[src/rtl/jtframe_romrq_pkg.sv]
// Shared types and limits for the ROM request responder and its return pipeline.
package jtframe_romrq_pkg;

    localparam int DW          = 16;
    localparam int MASKW       = 2;
    localparam int BURST_MIN   = 1;
    localparam int BURST_MAX   = 4;
    localparam int LAT_MIN     = 1;
    localparam int LAT_MAX     = 4;
    localparam int ACK_DLY_MAX = 3;
    localparam int IDXW        = $clog2(BURST_MAX);
    localparam int CNTW        = $clog2(ACK_DLY_MAX + 1);

    typedef enum logic [2:0] {
        ST_IDLE,
        ST_ACKW,
        ST_READ,
        ST_DRAIN,
        ST_WRITE
    } state_t;

    // Download masks are active low, memory byte enables active high.
    function automatic logic [MASKW-1:0] mask_to_be(input logic [MASKW-1:0] mask);
        return ~mask;
    endfunction

endpackage

[src/rtl/jtframe_romrq_server_if.sv]
// ROM request bus, download write port and backing-memory port bundled together.
interface jtframe_romrq_server_if #(
    parameter int AW = 22
) ();
    import jtframe_romrq_pkg::*;

    logic             downloading;
    logic             sdram_req;
    logic [AW-1:0]    sdram_addr;
    logic             sdram_ack;
    logic             data_dst;
    logic             data_rdy;
    logic [DW-1:0]    data_read;
    logic             prog_we;
    logic [AW-1:0]    prog_addr;
    logic [DW-1:0]    prog_data;
    logic [MASKW-1:0] prog_mask;
    logic             prog_rdy;
    logic [AW-1:0]    mem_addr;
    logic             mem_rd;
    logic             mem_we;
    logic [MASKW-1:0] mem_be;
    logic [DW-1:0]    mem_din;
    logic [DW-1:0]    mem_dout;

    // Server side: answers requests and drives the memory port.
    modport slave (
        input  downloading, sdram_req, sdram_addr, prog_we, prog_addr, prog_data,
               prog_mask, mem_dout,
        output sdram_ack, data_dst, data_rdy, data_read, prog_rdy,
               mem_addr, mem_rd, mem_we, mem_be, mem_din
    );

    // Environment side: requester, downloader and memory model.
    modport master (
        output downloading, sdram_req, sdram_addr, prog_we, prog_addr, prog_data,
               prog_mask, mem_dout,
        input  sdram_ack, data_dst, data_rdy, data_read, prog_rdy,
               mem_addr, mem_rd, mem_we, mem_be, mem_din
    );

endinterface

[src/rtl/jtframe_romrq_pipe.sv]
// Tracks in-flight memory reads for MEM_LAT cycles and registers returned words onto data_read.
module jtframe_romrq_pipe
    import jtframe_romrq_pkg::*;
#(
    parameter int MEM_LAT = 2,
    parameter int BURST   = 2
) (
    input  logic            clk,
    input  logic            rstn,
    input  logic            rd_i,
    input  logic [IDXW-1:0] idx_i,
    input  logic [DW-1:0]   mem_dout_i,
    output logic [DW-1:0]   data_o,
    output logic            dst_o,
    output logic            rdy_o
);

    localparam logic [IDXW-1:0] LAST_IDX = IDXW'(BURST - 1);

    logic [MEM_LAT-1:0] vld_q;
    logic [IDXW-1:0]    idx_q [MEM_LAT];
    logic [DW-1:0]      data_q;
    logic               dst_q;
    logic               rdy_q;
    logic               exit_vld;
    logic [IDXW-1:0]    exit_idx;

    always_ff @(posedge clk or negedge rstn) begin
        if (!rstn) begin
            vld_q <= '0;
            for (int i = 0; i < MEM_LAT; i++) begin
                idx_q[i] <= '0;
            end
        end else begin
            vld_q[0] <= rd_i;
            idx_q[0] <= idx_i;
            for (int i = 1; i < MEM_LAT; i++) begin
                vld_q[i] <= vld_q[i-1];
                idx_q[i] <= idx_q[i-1];
            end
        end
    end

    // A read issued MEM_LAT cycles ago leaves the tracker exactly when mem_dout holds its word.
    assign exit_vld = vld_q[MEM_LAT-1];
    assign exit_idx = idx_q[MEM_LAT-1];

    always_ff @(posedge clk or negedge rstn) begin
        if (!rstn) begin
            data_q <= '0;
            dst_q  <= 1'b0;
            rdy_q  <= 1'b0;
        end else begin
            dst_q <= exit_vld;
            rdy_q <= exit_vld && (exit_idx == LAST_IDX);
            if (exit_vld) begin
                data_q <= mem_dout_i;
            end
        end
    end

    assign data_o = data_q;
    assign dst_o  = dst_q;
    assign rdy_o  = rdy_q;

endmodule

[src/rtl/jtframe_romrq_server.sv]
// Responder for the jtframe_rom request bus: burst reads and download writes on a synchronous memory.
module jtframe_romrq_server
    import jtframe_romrq_pkg::*;
#(
    parameter int AW      = 22,
    parameter int BURST   = 2,
    parameter int MEM_LAT = 2,
    parameter int ACK_DLY = 1
) (
    input  logic clk,
    input  logic rstn,
    jtframe_romrq_server_if.slave bus
);

    generate
        if (BURST < BURST_MIN || BURST > BURST_MAX || MEM_LAT < LAT_MIN ||
            MEM_LAT > LAT_MAX || ACK_DLY < 0 || ACK_DLY > ACK_DLY_MAX) begin : g_bad_param
            $error("jtframe_romrq_server: BURST, MEM_LAT or ACK_DLY out of range");
        end
    endgenerate

    localparam logic [CNTW-1:0] ACK_LAST  = CNTW'(ACK_DLY);
    localparam logic [IDXW-1:0] BEAT_LAST = IDXW'(BURST - 1);

    state_t           state_q, state_d;
    logic [AW-1:0]    addr_q, addr_d;
    logic [CNTW-1:0]  cnt_q, cnt_d;
    logic [IDXW-1:0]  beat_q, beat_d;

    logic             ack;
    logic             rd;
    logic             we;
    logic [MASKW-1:0] be;
    logic [AW-1:0]    maddr;
    logic [DW-1:0]    din;
    logic             prog_rdy;
    logic             pipe_rdy;

    always_ff @(posedge clk or negedge rstn) begin
        if (!rstn) begin
            state_q <= ST_IDLE;
            addr_q  <= '0;
            cnt_q   <= '0;
            beat_q  <= '0;
        end else begin
            state_q <= state_d;
            addr_q  <= addr_d;
            cnt_q   <= cnt_d;
            beat_q  <= beat_d;
        end
    end

    always_comb begin
        state_d  = state_q;
        addr_d   = addr_q;
        cnt_d    = cnt_q;
        beat_d   = beat_q;
        ack      = 1'b0;
        rd       = 1'b0;
        we       = 1'b0;
        be       = '0;
        maddr    = '0;
        din      = '0;
        prog_rdy = 1'b0;

        case (state_q)
            ST_IDLE: begin
                cnt_d  = '0;
                beat_d = '0;
                if (bus.prog_we) begin
                    state_d = ST_WRITE;
                end else if (bus.sdram_req && !bus.downloading) begin
                    addr_d  = bus.sdram_addr;
                    state_d = ST_ACKW;
                end
            end
            ST_ACKW: begin
                // A request withdrawn before the ack is simply dropped.
                if (!bus.sdram_req) begin
                    state_d = ST_IDLE;
                end else if (cnt_q == ACK_LAST) begin
                    ack     = 1'b1;
                    state_d = ST_READ;
                end else begin
                    cnt_d = cnt_q + 1'b1;
                end
            end
            ST_READ: begin
                rd     = 1'b1;
                maddr  = addr_q;
                addr_d = addr_q + AW'(1);
                beat_d = beat_q + 1'b1;
                if (beat_q == BEAT_LAST) begin
                    state_d = ST_DRAIN;
                end
            end
            ST_DRAIN: begin
                if (pipe_rdy) begin
                    state_d = ST_IDLE;
                end
            end
            ST_WRITE: begin
                we       = 1'b1;
                be       = mask_to_be(bus.prog_mask);
                maddr    = bus.prog_addr;
                din      = bus.prog_data;
                prog_rdy = 1'b1;
                state_d  = ST_IDLE;
            end
            default: begin
                state_d = ST_IDLE;
            end
        endcase
    end

    jtframe_romrq_pipe #(
        .MEM_LAT (MEM_LAT),
        .BURST   (BURST)
    ) u_pipe (
        .clk        (clk),
        .rstn       (rstn),
        .rd_i       (rd),
        .idx_i      (beat_q),
        .mem_dout_i (bus.mem_dout),
        .data_o     (bus.data_read),
        .dst_o      (bus.data_dst),
        .rdy_o      (pipe_rdy)
    );

    assign bus.data_rdy  = pipe_rdy;
    assign bus.sdram_ack = ack;
    assign bus.prog_rdy  = prog_rdy;
    assign bus.mem_rd    = rd;
    assign bus.mem_we    = we;
    assign bus.mem_be    = be;
    assign bus.mem_addr  = maddr;
    assign bus.mem_din   = din;

endmodule

[src/flat_wrapper.sv]
// flat-port wrapper written by rule: the top's interface ports become plain ports
module jtframe_romrq_server_flat import jtframe_romrq_pkg::*;
#(
    parameter int AW      = 22,
    parameter int BURST   = 2,
    parameter int MEM_LAT = 2,
    parameter int ACK_DLY = 1
)
  (clk, rstn, bus_downloading, bus_sdram_req, bus_sdram_addr, bus_prog_we, bus_prog_addr, bus_prog_data, bus_prog_mask, bus_mem_dout, bus_sdram_ack, bus_data_dst, bus_data_rdy, bus_data_read, bus_prog_rdy, bus_mem_addr, bus_mem_rd, bus_mem_we, bus_mem_be, bus_mem_din);
  jtframe_romrq_server_if #(.AW(AW)) bus_i ();
  input  logic clk;
  input  logic rstn;
  input wire logic [$bits(bus_i.downloading)-1:0] bus_downloading;
  input wire logic [$bits(bus_i.sdram_req)-1:0] bus_sdram_req;
  input wire logic [$bits(bus_i.sdram_addr)-1:0] bus_sdram_addr;
  input wire logic [$bits(bus_i.prog_we)-1:0] bus_prog_we;
  input wire logic [$bits(bus_i.prog_addr)-1:0] bus_prog_addr;
  input wire logic [$bits(bus_i.prog_data)-1:0] bus_prog_data;
  input wire logic [$bits(bus_i.prog_mask)-1:0] bus_prog_mask;
  input wire logic [$bits(bus_i.mem_dout)-1:0] bus_mem_dout;
  output wire logic [$bits(bus_i.sdram_ack)-1:0] bus_sdram_ack;
  output wire logic [$bits(bus_i.data_dst)-1:0] bus_data_dst;
  output wire logic [$bits(bus_i.data_rdy)-1:0] bus_data_rdy;
  output wire logic [$bits(bus_i.data_read)-1:0] bus_data_read;
  output wire logic [$bits(bus_i.prog_rdy)-1:0] bus_prog_rdy;
  output wire logic [$bits(bus_i.mem_addr)-1:0] bus_mem_addr;
  output wire logic [$bits(bus_i.mem_rd)-1:0] bus_mem_rd;
  output wire logic [$bits(bus_i.mem_we)-1:0] bus_mem_we;
  output wire logic [$bits(bus_i.mem_be)-1:0] bus_mem_be;
  output wire logic [$bits(bus_i.mem_din)-1:0] bus_mem_din;
  assign bus_i.downloading = bus_downloading;
  assign bus_i.sdram_req = bus_sdram_req;
  assign bus_i.sdram_addr = bus_sdram_addr;
  assign bus_i.prog_we = bus_prog_we;
  assign bus_i.prog_addr = bus_prog_addr;
  assign bus_i.prog_data = bus_prog_data;
  assign bus_i.prog_mask = bus_prog_mask;
  assign bus_i.mem_dout = bus_mem_dout;
  assign bus_sdram_ack = bus_i.sdram_ack;
  assign bus_data_dst = bus_i.data_dst;
  assign bus_data_rdy = bus_i.data_rdy;
  assign bus_data_read = bus_i.data_read;
  assign bus_prog_rdy = bus_i.prog_rdy;
  assign bus_mem_addr = bus_i.mem_addr;
  assign bus_mem_rd = bus_i.mem_rd;
  assign bus_mem_we = bus_i.mem_we;
  assign bus_mem_be = bus_i.mem_be;
  assign bus_mem_din = bus_i.mem_din;
  jtframe_romrq_server #(.AW(AW), .BURST(BURST), .MEM_LAT(MEM_LAT), .ACK_DLY(ACK_DLY)) u_core (.clk(clk), .rstn(rstn), .bus(bus_i));
endmodule
[config.mk]
export PLATFORM = sky130hd
export DESIGN_NAME = jtframe_romrq_server_flat
export DESIGN_NICKNAME = d
export VERILOG_FILES = /design/src/rtl/jtframe_romrq_pkg.sv /design/src/rtl/jtframe_romrq_server_if.sv /design/src/rtl/jtframe_romrq_pipe.sv /design/src/rtl/jtframe_romrq_server.sv /design/src/flat_wrapper.sv
export SDC_FILE = /design/constraint.sdc
export NUM_CORES = 1
export LEC_CHECK = 0
export CAP_MARGIN = 20
export CORE_MARGIN = 1.5
export CORE_UTILIZATION = 40
export CTS_BUF_LIST = sky130_fd_sc_hd__clkbuf_4 sky130_fd_sc_hd__clkbuf_8
export CTS_CLUSTER_DIAMETER = 50
export CTS_CLUSTER_SIZE = 28
export DETAILED_ROUTE_END_ITERATION = 10
export PLACE_DENSITY = 0.78
export SLEW_MARGIN = 20
export SYNTH_ARGS = -nofsm -noshare
export SYNTH_HDL_FRONTEND = slang
export SYNTH_SLANG_ARGS = --single-unit
[constraint.sdc]
create_clock -name clk -period 2.4 [get_ports clk]
set_input_delay 0.48 -clock clk [delete_from_list [all_inputs] [get_ports clk]]
set_output_delay 0.48 -clock clk [all_outputs]
set_load 0.05 [all_outputs]
==> Yosys cells after proc, flatten, opt, wreduce, memory -nomap -nowiden <==
Index checks and enable logic that the tools add are counted.
{ "word_totals": {"ff_bits": 53, "latchBits": 0, "mem_bits_rw": 0, "mem_bits_ro": 0, "word_cells": 60, "memories": 0} }
{ "classes": {"n_addsub": 3, "multipliers": 0, "div": 0, "n_lt_le_gt_ge": 0, "eq_ne": 15, "shifts": 0, "mux": 22, "n_bitwise": 1, "n_reduce_logical": 9} }
{ "op_table": {"columns": ["cell", "n"], "rows": [
  ["case mux 22 bit (2 select lines)", 2],
  ["two-way mux 22 bit", 2],
  ["adder 22 x 1 -> 22 bit, second input constant", 1],
  ["two-way mux 3 bit", 6],
  ["two-way mux 16 bit", 1],
  ["case mux 3 bit (4 select lines)", 1],
  ["inequality test 2 bit, second input constant", 4],
  ["case mux 2 bit (2 select lines)", 2],
  ["== test 2 x 1 -> 1 bit, second input constant", 3],
  ["== test 3 x 2 -> 1 bit, second input constant", 2],
  ["two-way mux 2 bit", 3],
  ["inequality test 3 x 2 -> 1 bit, second input constant", 2],
  ["AND reduction 3 bit", 2],
  ["two-way mux 1 bit", 5],
  ["adder 2 x 1 -> 2 bit, second input constant", 2],
  ["inequality test 2 x 1 -> 1 bit, second input constant", 2],
  ["AND reduction 4 bit", 1],
  ["nonzero test 2 bit", 2],
  ["== test 3 x 1 -> 1 bit, second input constant", 1],
  ["== test 3 bit, second input constant", 1],
  ["zero test 3 bit", 1],
  ["logical AND 1 bit", 2],
  ["NOT 2 bit", 1],
  ["zero test 1 bit", 1]
]} }

==> Logic depth before layout (Yosys ltp) <==
Gate-level depths: netlist (run 1).
{ "depth": {"word_depth": 5, "ltp_mapped": 7, "mapped_depth_nobuf": 6} }

==> Modules after synthesis <==
From an unflattened synthesis (run 1), not the netlist that was laid out.
{ "unflattened": {"hier_cells": 290, "hier_area_um2": 2965.3} }
{ "modules_own_cells": {"columns": ["module", "n_inst", "cells_each", "area_each_um2", "seq_area_each_um2"], "rows": [
  ["jtframe_romrq_server", 1, 247, 2109.5, 725.7],
  ["jtframe_romrq_pipe", 1, 43, 855.8, 600.6]
]} }

==> Least setup slack after synthesis (run 1) <==
No wires, ideal clock.
{ "synth_path": {"path_type": "reg2out", "start": "register u_core.state_q[2]", "end": "output bus_mem_addr[14]", "arrival_ps": 2320, "required_time_ps": 1920, "path_slack_ps": -400, "stages_incl_launch_ff": 6, "path_cell_list": "dfrtp_1 -> or3b_1 -> clkbuf_1 -> buf_2 -> buf_2 -> o21ai_0"} }
{ "synth_between": {"elab_chain_cells": 2, "elab_cells_between_ends": 3, "cone_classes": "2 x eq/ne; 1 x mux"} }
{ "synth_rtl": {"columns": ["item", "line", "source"], "rows": [
  ["start, declared", "jtframe_romrq_server.sv:25", "state_t state_q, state_d;"],
  ["start signal, assigned", "jtframe_romrq_server.sv:46", "state_q <= state_d;"],
  ["== test 3 bit / == test 3 x 2 -> 1 bit (equally long branches)", "jtframe_romrq_server.sv:66", "case (state_q)"],
  ["case mux 22 bit (2 select lines) *", "jtframe_romrq_server.sv:66", null],
  ["end, declared", "flat_wrapper.sv:26", "output wire logic [$bits(bus_i.mem_addr)-1:0] bus_mem_addr;"]
]} }
Every way passes the cells marked *; elsewhere a longest branch is shown, timed or not.

==> Final worst setup path (run 1) <==
{ "layout_path": {"start": "register u_core.state_q[0]", "end": "output bus_mem_addr[20]"} }
The elaborated chain is that of the path after synthesis.

==> reports/results.tsv, run 1 <==
metric	value	unit
nets	557	
clockBufferDepth	2	
path_cells	or3b_1 -> clkinv_4 -> and2_1 -> a21o_1 -> buf_12	
yosys.area.top_type_share	43.9	%
grt_pass1_wl	15300	um
utilization	71.4	%
synthSimpleGateAreaFrac	24.7	%
clk_latency	320	ps
clockRootBuffer	clkbuf_8	
syn_area	0.00302	mm2
routed_wl	9030	um
synth.area.mux_share	7.71	%
setup.worst_path.end_class	output pin	
seqCellArea	0.00133	mm2
finish.instance_area	0.00521	mm2
slew_viol_final	0	
maxCapViolCount	0	
critPathKind	flop to output pin	
power.leakage	2.22	nW
grt_usage	22.9	%
cp.required	1920	ps
ys_types	57	
post-dp-hpwl	7030	um
dr_wl_met2	4550	um
clk_pin_slew	100	ps
grt_pass1_vias	3142	
critical_path.max_stage_delay	460	ps
die_x	89.9	um
min-delay-path-class	input port to async pin	
antenna_cells	0	
path_max_fanout	12	
via_per_inst	5.51	
drive_gt1_share	22.2	%
peakVddDrop	0.313	mV
antenna_found_initial	0	
initial_core_util	41.4	%
fin_skew	10.0	ps
fp.dieArea	0.00807	mm2
synthCells	322	
dr.pass1.iters	6	
final_cell_mix	clkdlybuf4s50_1 (99), dfrtp_1 (53), buf_12 (47)	
synth_compound_area_share	18.1	%
cp.arrival	1850	ps
p_per_area	600	mW/mm2
grt_remaining_overflow	0	
place_congestion	0.839	
cp-start-kind	flop	
status	finished, final reports clean	
hold_viol	0	
wl_per_cell	15.8	um
final_common_cell	clkdlybuf4s50_1	
ys_seq_elements	53	
cts_inserted_buffers	5	
cts_tree	done	
synthTopCellsByArea	dfrtp_1 (44%), mux2_2 (6.0%), nand2_1 (5.6%)	
slew_headroom	49.6	%
multi_input_area	0.00158	mm2
yosysTopAreaCell	dfrtp_1	
crit_buf_inv	2	
synth_top_family_by_area	simple AND/OR/NAND/NOR gates	
finalNonFillerCells	571	
synth_warnings	0	
io_pins	145	
synthAdderAreaFrac	1.24	%
power	0.00313	W
h-tree-depth	2	
wl_met3	723	um
fin_crit	2330	ps
drcViolationCount	0	
dr_total_vias	3148	
coreArea	0.00729	mm2
synth_ff_type	dfrtp_1	
post-route-period-util	97.1	%
fmax	429	MHz
synth-edff-count	0	
critPathTopFamily	simple AND/OR/NAND/NOR gates	
drt_iter0_drc	182	
yosysSeqAreaShare	43.9	%
synth-xor-area-share	0	%
async_reset_ff_share	100	%
finalSetupViolations	0	
cts_hold_buf	0	
fillerInstances	557	
die_h	89.9	um
slowest_stage	or3b_1	
dpl.cell_count	561	
io_buffers	144	
ant_nets	0	
num_rows	31	
syn_avg_cell_area	9.37	um2
grt_start_max_net_pins	33	
topRoutingLayerUsed	met4	
syn2layout_area_growth	72.6	%
syn_nets	408	
cts_sinks	53	
placed_area	0.00509	mm2
met1_length	3580	um
tightest_slew	751	ps
-- state kept, by name, indices dropped and copies added, names as in the netlist --
signal and flops:
u_core.addr_q 22, u_core.u_pipe.data_o 16, u_core.state_q 3, u_core.beat_q 2, u_core.cnt_q 2, u_core.u_pipe.exit_idx 2
u_core.u_pipe.idx_q 2, u_core.u_pipe.vld_q 2, u_core.u_pipe.dst_o 1, u_core.u_pipe.rdy_o 1
-- final timing paths --
| kind | start | endpoint | slack [ps] | cells past startpoint |
|---|---|---|---|---|
| max reg2reg | u_core.addr_q[0]$_DFFE_PN0P_ | u_core.addr_q[20]$_DFFE_PN0P_ | 600 | 6 |
| max in group asynchronous | rstn | u_core.u_pipe.data_o[10]$_DFFE_PN0P_ | 1760 | 2 |
| min reg2reg | u_core.u_pipe.vld_q[0]$_DFF_PN0_ | u_core.u_pipe.vld_q[1]$_DFF_PN0_ | 360 | 0 |
| min in group clk | u_core.u_pipe.vld_q[0]$_DFF_PN0_ | u_core.u_pipe.vld_q[1]$_DFF_PN0_ | 360 | 0 |
| max | u_core.state_q[0]$_DFFE_PN0P_ | bus_mem_addr[20] | 70 | 5 |
| min | rstn | u_core.beat_q[1]$_DFFE_PN0P_ | 40 | 1 |
-- routing by layer --
layer  track usage, %  vias to the layer above
li1                 -                     1481
met1             28.6                     1478
met2             39.1                      165
met3             5.67                       24
met4             7.01                        0
met5                0                        -
-- synthesized netlist by cell type (2+ instances only) --
cell type / number
and2_1: 19
dfrtp_1: 53
ha_1: 3
buf_2: 8
o32ai_1: 2
nor4_1: 5
a2bb2oi_1: 4
a31oi_1: 4
or2_2: 5
a311oi_1: 2
o211ai_1: 2
o211a_1: 2
nand2_1: 45
o21ai_1: 2
a21oi_1: 16
o21ai_0: 13
nand4_1: 9
o22ai_1: 5
or3_1: 2
clkbuf_1: 9
nand3_2: 2
mux2_2: 16
nand3b_1: 5
buf_4: 2
nand3_1: 11
nor2_1: 15
a211oi_1: 3
nor3b_1: 4
inv_1: 9
nor3_1: 3
a22o_1: 12
nor2b_1: 2
mux2i_1: 3
and3_1: 2
-- power breakdown --
group	internal, W	switching [W]	total, W
sequential	0.00105	0.000202	0.00125
combinational	0.000627	0.000728	0.00136
clock	0.000218	0.000306	0.000523
total	0.00189	0.00124	0.00313
-- final cells by class --
type / count / area share (%)
Timing Repair Buffer: 162 / 39.3
Multi-Input combinational cell: 239 / 30.2
Sequential cell: 53 / 25.5
Tap cell: 99 / 2.38
Clock buffer: 6 / 1.47
Inverter: 10 / 0.817
Clock inverter: 2 / 0.288
-- kinds of logic after synthesis --
logic type               after synthesis
AO/OA/AOI/OAI                         79
adder cells (fa/ha/maj)                3
buffers and inverters                 30
flip-flops                            53
multiplexers                          20
AND/OR/NAND/NOR                      137
-- timing repair --
action / in CTS / in global routing
buffers inserted: 0 / 2
gates cloned: 0 / 0
resized for setup: 1 / 2
setup endpoints to repair: 10 / 14
-- through the flow --
stage          setup WS, ps  hold slack, ps  setup TNS [ps]
2_1_floorplan         -23.5             184           -93.9
3_3_place_gp            176             333               0
3_5_place_dp           93.5             335               0
4_1_cts                36.1            40.9               0
5_1_grt               -10.9            57.5           -25.4
6_report               68.7            36.6               0
(Power assumes the default switching activity.)
==> run 2, diff against run 1 <==
--- a/config.mk
+++ b/config.mk
@@ -12,6 +12,7 @@
 export CTS_CLUSTER_DIAMETER = 50
 export CTS_CLUSTER_SIZE = 28
 export DETAILED_ROUTE_END_ITERATION = 10
+export GPL_TIMING_DRIVEN = 0
 export PLACE_DENSITY = 0.78
 export SLEW_MARGIN = 20
 export SYNTH_ARGS = -nofsm -noshare
==> reports/results.tsv, run 2 (same netlist as run 1, synthesis figures left out) <==
metric	value	unit	change
io_pins	145		unchanged
fp.dieArea	0.00807	mm2	unchanged
tightest_slew	947	ps	+196 ps
place_congestion	0.885		+5.4%
power_frac_seq	39.9	%	about the same
final_cell_mix	clkdlybuf4s50_1 (99), dfrtp_1 (51), nand2_1 (45)		
hold_ws	209	ps	+172 ps
rr_startpoint	u_core.addr_q[1]$_DFFE_PN0P_		
setup.worst_path.end_class	output pin		
finalNonFillerCells	576		+0.88%
met1_length	3900	um	+8.7%
antenna_found_initial	0		unchanged
wl_per_cell	15.9	um	+0.52%
cts_tree	done		
grt_usage	22.2	%	-0.68 points
internal_power	0.00188	W	-0.59%
cts_inserted_buffers	5		unchanged
slew_viol_final	0		unchanged
drt_iter0_drc	220		+21%
cts_hold_buf	0		unchanged
ant_nets	0		unchanged
post-dp-hpwl	6900	um	-1.9%
cts_sinks	53		unchanged
dpl.cell_count	565		+0.71%
drive_gt1_share	22.6	%	+0.40 points
path_cells	or3b_4 -> inv_4 -> buf_6 -> nand2_1 -> nand2_1 -> clkbuf_4		
dr_wl_met2	4520	um	-0.53%
fillerInstances	636		+14%
grt_pass1_wl	14700	um	-3.7%
clk_pin_slew	90	ps	about the same
critPathMostFrequentCell	nand2_1		
p_clk_share	20.0	%	+3.3 points
cp.arrival	1850	ps	about the same
critical_path.max_stage_delay	460	ps	about the same
crit_start	u_core.state_q[2]$_DFFE_PN0P_		
final_common_cell	clkdlybuf4s50_1		
dr.pass1.iters	5		-1
clockRootBuffer	clkbuf_8		
critPathCapture	bus_mem_addr[7]		
slowest_stage	dfrtp_2		
cp.required	1920	ps	about the same
post-route-period-util	97.3	%	+0.11 points
num_rows	31		unchanged
clk_latency	300	ps	-20 ps
initial_core_util	41.4	%	unchanged
h-tree-depth	2		unchanged
io_buffers	144		unchanged
drcViolationCount	0		unchanged
nets	562		+0.90%
finalSetupViolations	0		unchanged
maxCapViolCount	0		unchanged
status	finished, final reports clean		
largest_register	u_core.addr_q		
seqCellArea	0.00133	mm2	+0.19%
grt_remaining_overflow	0		unchanged
antenna_cells	0		unchanged
dr_total_vias	3150		+0.064%
fin_skew	3.79	ps	-6.23 ps
regToRegSetupSlack	250	ps	-350 ps
power_switching	0.00120	W	-3.0%
grt_pass1_vias	3021		-3.9%
fmax	428	MHz	-0.11%
clockBufferDepth	2		unchanged
power	0.00308	W	-1.5%
slew_headroom	36.3	%	-13 points
comb_power_share	40.2	%	-3.1 points
die_x	89.9	um	unchanged
critPathKind	flop to output pin		
grt_start_max_net_pins	54		+64%
coreArea	0.00729	mm2	unchanged
fin_crit	2330	ps	+2.68 ps
r2r_cells	5		-1
swShare	39.0	%	-0.57 points
r2r_end	u_core.addr_q[16]$_DFFE_PN0P_		
topRoutingLayerUsed	met4		
path_max_fanout	10		-2
wl_met3	671	um	-7.2%
hold_viol	0		unchanged
die_h	89.9	um	unchanged
largest_reg_flops	22		unchanged
power.leakage	2.10	nW	-5.2%
multi_input_area	0.00158	mm2	+0.40%
peakVddDrop	0.280	mV	-11%
via_per_inst	5.47		-0.81%
finalSetupTns	0	ps	unchanged
min-delay-path-class	input port to async pin		
routed_wl	9150	um	+1.4%
cp-start-kind	flop		
p_per_area	654	mW/mm2	+9.0%
syn2layout_area_growth	56.0	%	
run 2: changes by cell type in the layout (fill, tap and decap cells not counted), moves of 2 or more:
cell | previous run | this run
clkinvlp_4 | 2 | 0
clkbuf_4 | 1 | 6
buf_12 | 47 | 0
buf_6 | 0 | 19
clkbuf_1 | 0 | 4
dfrtp_1 | 53 | 51
buf_2 | 1 | 14
dfrtp_2 | 0 | 2
buf_4 | 15 | 23
run 2: per-layer routing:
metal	vias up	GRT usage [%]
met5	-	0
met4	0	4.37
met3	8	4.99
met2	154	38.5
met1	1507	28.6
li1	1481	-
run 2: worst max-delay path: cells and delay by family, from the launching register on:
family,cells,cell delay [ps]
AND/OR/NAND/NOR,3,600
buffers and inverters,3,490
flip-flops,1,460
run 2: area by class of cell:
class	instances	share of cell area, %
clock buffers	6	1.62
repair inverters	1	0.106
repair buffers	148	29.4
clock inverters	2	0.824
well taps	99	2.63
flip-flops and latches	53	28.2
inverters	10	0.851
multi-input cells	239	33.6
plain buffers	18	2.74
run 2: per-stage QoR:
| stage | util (%) | setup WS (ps) | cell area, um2 |
|---|---|---|---|
| detailed placement | 62.9 | -935 | 4580 |
| global route | 64.6 | -11.7 | 4710 |
| CTS | 62.9 | -143 | 4590 |
| global placement | 62.9 | -951 | 4590 |
| finish | 64.6 | 66.0 | 4710 |
| floorplan | - | -23.5 | 3020 |
run 2: power groups by stage:
stage                     combinational (W)  sequential [W]  clock (W)
final                               0.00124         0.00123   0.000614
after global routing                0.00133         0.00125   0.000663
after CTS                           0.00120         0.00122   0.000624
after detailed placement            0.00122         0.00124          0
after global placement              0.00120         0.00123          0
after floorplan                    0.000631         0.00134          0
run 2: repair_timing:
action	4_1_cts	5_1_grt
buffers inserted	1	3
cloned	1	0
gates resized for setup	243	58
pin swaps	1	1
hold endpoints to repair	0	0
endpoints found under the setup margin	44	43
run 2: how the worst min path moves through the flow:
stage | startpoint | depth (start not counted) | endpoint | slack [ps]
detailed placement | u_core.u_pipe.idx_q[2]$_DFF_PN0_ | 0 | u_core.u_pipe.exit_idx[0]$_DFF_PN0_ | 340
floorplan | rstn | 0 | u_core.addr_q[0]$_DFFE_PN0P_ | 180
CTS | rstn | 1 | u_core.u_pipe.data_o[7]$_DFFE_PN0P_ | 230
finish | rstn | 1 | u_core.u_pipe.data_o[7]$_DFFE_PN0P_ | 210
global route | rstn | 1 | u_core.u_pipe.data_o[7]$_DFFE_PN0P_ | 250
global placement | u_core.u_pipe.vld_q[0]$_DFF_PN0_ | 0 | u_core.u_pipe.vld_q[1]$_DFF_PN0_ | 330
